<file path="src/rtl/jt51_opsched.sv">
// Operator scheduler for the 32-slot, 4-op FM pipeline: slot counter, CON/FB tables, stage-I control.
// Optional JT51_OPSCHED_HOLD_EN adds hold/step inputs to freeze or single-step the slot counter.
module jt51_opsched #(
  parameter int SLOTS    = 32,
  parameter int CHANNELS = SLOTS/4
) (
  input  logic       clk,
  input  logic       rst_n,
  input  logic       cen,
  input  logic       cfg_wr,
  input  logic [2:0] cfg_ch,
  input  logic [2:0] cfg_con,
  input  logic [2:0] cfg_fb,
`ifdef JT51_OPSCHED_HOLD_EN
  input  logic       hold,
  input  logic       step,
`endif
  output logic [4:0] slot,
  output logic       zero,
  output logic       m1_enters,
  output logic       m2_enters,
  output logic       c1_enters,
  output logic       c2_enters,
  output logic [2:0] con_I,
  output logic [2:0] fb_II,
  output logic       use_prevprev1,
  output logic       use_prev1,
  output logic       use_prev2,
  output logic       use_internal_x,
  output logic       use_internal_y
);

  generate
    if (SLOTS != 32 || CHANNELS * 4 != SLOTS) begin : g_bad_cfg
      $error("jt51_opsched supports only SLOTS=32, CHANNELS=8");
    end
  endgenerate

  logic [2:0] con_table [CHANNELS];
  logic [2:0] fb_table  [CHANNELS];

  logic       advance;
  logic [4:0] slot_next;
  logic [2:0] con_next;
  logic [7:0] a;
  logic       m1_n, m2_n, c1_n, c2_n;

`ifdef JT51_OPSCHED_HOLD_EN
  assign advance = cen & (~hold | step);
`else
  assign advance = cen;
`endif

  // Everything registered on an advance is decoded from the slot being entered.
  always_comb begin
    slot_next = slot + 5'd1;
    con_next  = con_table[slot_next[2:0]];
    a         = 8'd1 << con_next;
    m1_n      = (slot_next[4:3] == 2'd0);
    m2_n      = (slot_next[4:3] == 2'd1);
    c1_n      = (slot_next[4:3] == 2'd2);
    c2_n      = (slot_next[4:3] == 2'd3);
  end

  always_ff @(posedge clk or negedge rst_n) begin
    if (!rst_n) begin
      for (int i = 0; i < CHANNELS; i++) begin
        con_table[i] <= '0;
        fb_table[i]  <= '0;
      end
      slot           <= '0;
      zero           <= 1'b1;
      m1_enters      <= 1'b1;
      m2_enters      <= 1'b0;
      c1_enters      <= 1'b0;
      c2_enters      <= 1'b0;
      con_I          <= '0;
      fb_II          <= '0;
      use_prevprev1  <= 1'b1;
      use_prev1      <= 1'b1;
      use_prev2      <= 1'b0;
      use_internal_x <= 1'b0;
      use_internal_y <= 1'b0;
    end else begin
      // Table writes land at the edge; a same-edge output load still sees the old entry.
      if (cfg_wr) begin
        con_table[cfg_ch] <= cfg_con;
        fb_table[cfg_ch]  <= cfg_fb;
      end
      if (advance) begin
        slot           <= slot_next;
        zero           <= (slot_next == 5'd0);
        m1_enters      <= m1_n;
        m2_enters      <= m2_n;
        c1_enters      <= c1_n;
        c2_enters      <= c2_n;
        con_I          <= con_next;
        fb_II          <= fb_table[slot[2:0]];
        use_prevprev1  <= m1_n | (m2_n & a[5]);
        use_prev2      <= (m2_n & (a[0] | a[1] | a[2])) | (c2_n & a[3]);
        use_internal_x <= c2_n & a[2];
        use_internal_y <= c2_n & (a[0] | a[1] | a[3] | a[4]);
        use_prev1      <= m1_n | (m2_n & a[1]) | (c1_n & (a[0] | a[3] | a[4] | a[6]))
                          | (c2_n & (a[2] | a[5]));
      end
    end
  end

endmodule

</file>
<file path="config.mk">
export PLATFORM = sky130hd
export DESIGN_NAME = jt51_opsched
export DESIGN_NICKNAME = d
export VERILOG_FILES = /design/src/rtl/jt51_opsched.sv
export SDC_FILE = /design/constraint.sdc
export NUM_CORES = 1
export LEC_CHECK = 0
export ABC_AREA = 1
export CORE_UTILIZATION = 23
export CTS_CLUSTER_DIAMETER = 60
export CTS_CLUSTER_SIZE = 8
export DETAILED_ROUTE_END_ITERATION = 8
export PLACE_DENSITY = 0.37
export SLEW_MARGIN = 5
export SYNTH_ARGS = -nofsm -noshare
export SYNTH_HDL_FRONTEND = slang
export SYNTH_SLANG_ARGS = --single-unit
export TNS_END_PERCENT = 10
</file>
<file path="constraint.sdc">
create_clock -name clk -period 1.6 [get_ports clk]
set_clock_uncertainty 0.05 [all_clocks]
set_input_delay 0.4 -clock clk [delete_from_list [all_inputs] [get_ports clk]]
set_output_delay 0.4 -clock clk [all_outputs]
set_load 0.02 [all_outputs]
</file>
## Yosys cells after proc, flatten, opt, wreduce, memory -nomap -nowiden

Cells that the tools add are included.

- Register bits after elaboration: 69
- Input port bits: 13
- Output and inout bits: 21
- Word-level logic and storage cells: 75

- $add $sub $neg: 1
- Order comparisons: 4
- Eq/ne operators: 3
- Shifts and indexed selects: 1
- Muxes and demuxes: 10
- Bitwise gates (word level): 24
- Reduce and logical (&&, ||, !) cells: 3

Operators by type and width:

| cell | number |
|---|---|
| $bwmux 24 | 2 |
| $bmux 3 s3 | 2 |
| $mux 3 | 5 |
| $or 1x1->1 | 13 |
| $ge 4x4->1 const B | 3 |
| $not 3->4 | 3 |
| $demux 3 s3 | 1 |
| $and 1x1->1 | 8 |
| $shl 1x3->7 const A | 1 |
| $add 5x1->5 const B | 1 |
| $logic_not 5->1 | 1 |
| $eq 2x2->1 const B | 2 |
| $lt 4x1->1 const B | 1 |
| $eq 2x1->1 const B | 1 |
| $logic_not 2->1 | 1 |
| $logic_and 1x1->1 | 1 |

## Longest topological paths before layout

- Depth in word-level cells: 12
- Depth in mapped cells: 15
- Gate-level depth less buffers: 13

## Worst setup path before layout

No wires, ideal clock.

- Path type: register -> register
- From: register slot[1]
- To: register use_prev1
- Setup time: 78 ps
- Arrival: 1727 ps
- Data required time: 1472 ps
- Path slack: -255 ps
- Stages on the path, launching flop included: 15
- Buffers on the path: 1
- Period minus slack after synthesis: 1855 ps
- Cell sequence: dfrtp_1 ha_1 buf_2 inv_2 nand3_1 nand2_1 nand2_1 nand2_2 inv_1 nand2_1 nand2_1 nand2_1 nand2_1 nand2_1 nand2_1

- Word-level cells in the longest chain between the ends: 12
- Elaborated cells between the ends (all ways): 20
- Those cells by class: add/sub: 1; eq/ne: 3; shift: 1; mux: 3; bitwise: 11; reduce/logical: 1

Ends and longest elaborated chain:

| element | RTL line | source |
|---|---|---|
| start: declaration | 18 | `output logic [4:0] slot,` |
| start signal: assignment | 91 | `slot <= slot_next;` |
| $add 5x1->5 (*) | 56 | `slot_next = slot + 5'd1;` |
| net slot_next[1] | 43 | `logic [4:0] slot_next;` |
| $not 3->4 (implied by the code) (*) | 57 | `con_next = con_table[slot_next[2:0]];` |
| $bmux 3 s3 (*) | 57 |  |
| $mux 3 (implied by the code) (*) (2 in a row) | 57 |  |
| $shl 1x3->7 (*) | 58 | `a = 8'd1 << con_next;` |
| $or 1x1->1 (3 in a row) | 103 | `use_prev1 <= m1_n \| (m2_n & a[1]) \| (c1_n & (a[0] \| a[3] \| a[4] \| a[6]))` |
| $and 1x1->1 | 103 |  |
| $or 1x1->1 | 103 |  |
| $or 1x1->1 (*) | 104 | `\| (c2_n & (a[2] \| a[5]));` |
| end signal: assignment | 103 |  |
| end: declaration | 27 | `output logic use_prev1,` |

The timed path passes the listed nets; every way through them passes the cells marked *. The select of a mux whose other input is x is not followed.
A chain may end at the register's enable or synchronous reset.

## Worst setup path after layout

- From: register slot[0]
- To: output port slot[0]

No word-level cell between the ends.

==> metrics.md <==
| Metric | Value |
|---|---|
| Initial core utilization | `between 20% and 30%` |
| Clock share of power | `between 20% and 30%` |
| Worst EP arrival | `1260 ps` |
| P&R area growth vs syn | `32.9%` |
| Post-synth top area share | `between 40% and 50%` |
| Synth Warn # | `0` |
| Mapped cell area | `roughly 3300 um^2` |
| Root Driver | `clkbuf_16` |
| IO Port Bufs | `33` |
| Total gr overflow | `0` |
| Clk_lat worst skew | `330 ps` |
| Final Util | `31.6%` |
| Final WS setup | `-111 ps` |
| Row count | `43` |
| # setup viols final | `10` |
| Post-route ant nets | `0` |
| Placed cell area | `approximately 4000 um^2` |
| Critical path type | `flop to primary output` |
| Number of global-route vias before repair | `2740` |
| Crit end category | `primary output` |
| Most frequent cells in the layout | `115 x nand2_1, 63 x o21ai_0, 62 x dfrtp_1, 39 x inv_1` |
| Top cells by area, synth | `dfrtp_1 49%, nand2_1 14%, o21ai_0 9.7%, inv_1 4.5%, dfstp_2 3.2%` |
| CTS tree | `yes` |
| Pin count of the biggest net entering global routing | `42` |
| Status | `finished with violations` |
| Max VDD drop | `roughly 0.00066 V` |
| N_diodes | `0` |
| DRC viols | `0` |
| Post-synthesis cell count | `401` |
| DR vias | `between 2000 and 3000` |
| Worst-path clk slew | `60 ps` |
| Sw Ratio | `a little over 40%` |
| Filler Cells Inserted | `1498` |
| Netlist cell types | `28` |
| Drt first pass iters | `4` |
| Type of the worst min-delay path | `flop to flop` |
| Drt total wl | `8800 um` |
| Num Clock Sinks | `69` |
| Die X | `122 um` |
| Die area | `between 10000 and 15000 um^2` |
| Seq pwr share | `between 20% and 30%` |
| Pint | `5.10 mW` |
| Worst-margin pin slew | `approximately 400 ps` |
| WL per Instance | `between 10 and 15 um` |
| Violated checks | `negative setup slack` |
| DPL Wire Length | `6380 um` |
| Die H | `122 um` |
| First-pass GRT wire length | `around 14000 um` |
| Final Max Tran Viols | `0` |
| #FFs+latches synth | `69` |
| Layout cells sized above 1 | `20.7%` |
| Pwr Density | `1970 nW/um^2` |
| Crit path max fanout | `16` |
| Comb power frac | `48.9%` |
| Max-cap violations | `0` |
| Nets | `474` |
| # H-tree levels | `3` |
| Slew headroom | `roughly three quarters` |
| CP Data Required Time | `1150 ps` |
| Syn_area_per_cell | `8.25 um^2` |
| Cell leakage power | `2.11 nW` |
| Routed vias/inst | `approximately 4.2` |
| CTS Buffer Depth | `2` |
| Final GP Congestion | `0.777` |
| Final Instance Area | `between 4000 and 5000 um^2` |
| Final Hold Vio Count | `0` |
| Initial drt markers | `98` |
| Most common cell after layout, fill and taps aside | `nand2_1` |
| Post-layout min period | `~1700 ps` |
| TritonCTS Buffers | `9` |
| FMAX | `0.584 GHz` |
| CP Launch Type | `flop` |
| RSZ-0062 raised after global routing | `true` |
| Syn nets | `416` |
| Initial antenna violation count | `0` |
| Post-route clock period utilization | `107%` |
| Gr usage total | `approximately an eighth` |
| Sw power | `around 3.5 mW` |
| Multi-input gate area | `1390 um^2` |
| IO Count | `34` |
| Total core area | `13900 um^2` |
| Register area | `1740 um^2` |
| Sequential fraction of the synthesis area | `52.3%` |
| Yosys top cell by area | `dfrtp_1` |
## worst max-delay path: stages (launching register included)
cell             delay, ps
dfrtp_2                430
buf_6                  220
clkdlybuf4s15_2        290
## registers in the layout (all words and copies together), names as in the netlist, 3 cells and up
name,flops
con_I,3
slot,5
fb_II,3
con_table,24
fb_table,24
## what timing repair did
item                                   in CTS  in global routing
setup buffers                               1                  2
hold buffers                                1                  0
endpoints found under the hold margin       9                  0
setup endpoints to repair                  34                 19
pin swaps                                   0                 11
resized for setup                          38                 19
## cell families (layout without fill, tap and decap cells)
group / Yosys count / in the layout / share of synthesized area [%]
simple gates: 177 / 177 / 22.6
compound gates: 86 / 86 / 13.8
flops: 69 / 69 / 52.3
buf+inv: 62 / 125 / 8.47
xor+xnor: 5 / 5 / 2.00
fa+ha+maj: 2 / 2 / 0.756
## routing by layer
layer,part of all wire (%),up-vias,global-route usage (%)
met4,0.58,0,3.70
met2,47,41,21.4
met1,50,1253,16.9
met5,0,-,0
met3,2.9,4,2.86
li1,-,1399,-
## final cells by class
| type | count | area share (%) |
|---|---|---|
| Timing Repair Buffer | 65 | 13.4 |
| Tap cell | 180 | 5.12 |
| Sequential cell | 69 | 39.5 |
| Multi-Input combinational cell | 270 | 31.6 |
| Clock inverter | 6 | 0.882 |
| Clock buffer | 10 | 5.44 |
| Inverter | 44 | 4.04 |
## path summary, 6_finish.rpt
| check | from | end | slack [ps] | cells past startpoint |
|---|---|---|---|---|
| hold reg to reg | c2_enters | c2_enters | 420 | 2 |
| setup / recovery | slot[0] | slot[0] | -110 | 2 |
| max in group asynchronous | rst_n | slot[0] | 450 | 3 |
| setup reg to reg | slot[1] | use_prev1 | -90 | 10 |
| min in group asynchronous | rst_n | use_prev2 | 480 | 2 |
| hold / removal | c2_enters | c2_enters | 420 | 2 |
## stage by stage
step                      hold WS (ps)  worst slack (ps)  total power, mW  TNS (ps)  std cells
final                              421              -111             8.65      -483        644
after floorplan                   54.4             -82.4             5.20      -225        401
after global placement             309              -169             6.63     -6600        624
after global routing               449              -223             9.39     -2300        644
after detailed placement           307              -208             6.63     -6840        624
after CTS                          427              -125             8.43      -705        642
## power by group through the flow
stage | Sequential, mW | Clock (mW) | Combinational (mW)
CTS | 2.56 | 1.91 | 3.95
floorplan | 2.80 | 0 | 2.40
detailed placement | 2.59 | 0 | 4.04
finish | 2.57 | 1.85 | 4.23
global route | 2.65 | 1.97 | 4.77
global placement | 2.58 | 0 | 4.06
## synthesized netlist by cell type
library cell  count
dfstp_2           4
buf_8             1
inv_1            40
nand2_1         120
xnor2_2           1
dfrtp_1          65
inv_8             1
xor2_1            2
nand3_2           6
buf_2             5
o221ai_1          3
a21oi_1           6
nor2_2            1
nor3_1            1
clkbuf_1          9
nand2_4           1
o21ai_0          64
o211ai_1          4
o22ai_1           3
nand3_1          16
xor2_2            2
nor2_1           26
ha_1              2
inv_2             3
buf_6             3
a21boi_1          1
o21ai_1           5
nand2_2           6
Note: power is estimated with default switching activity, not from simulation.
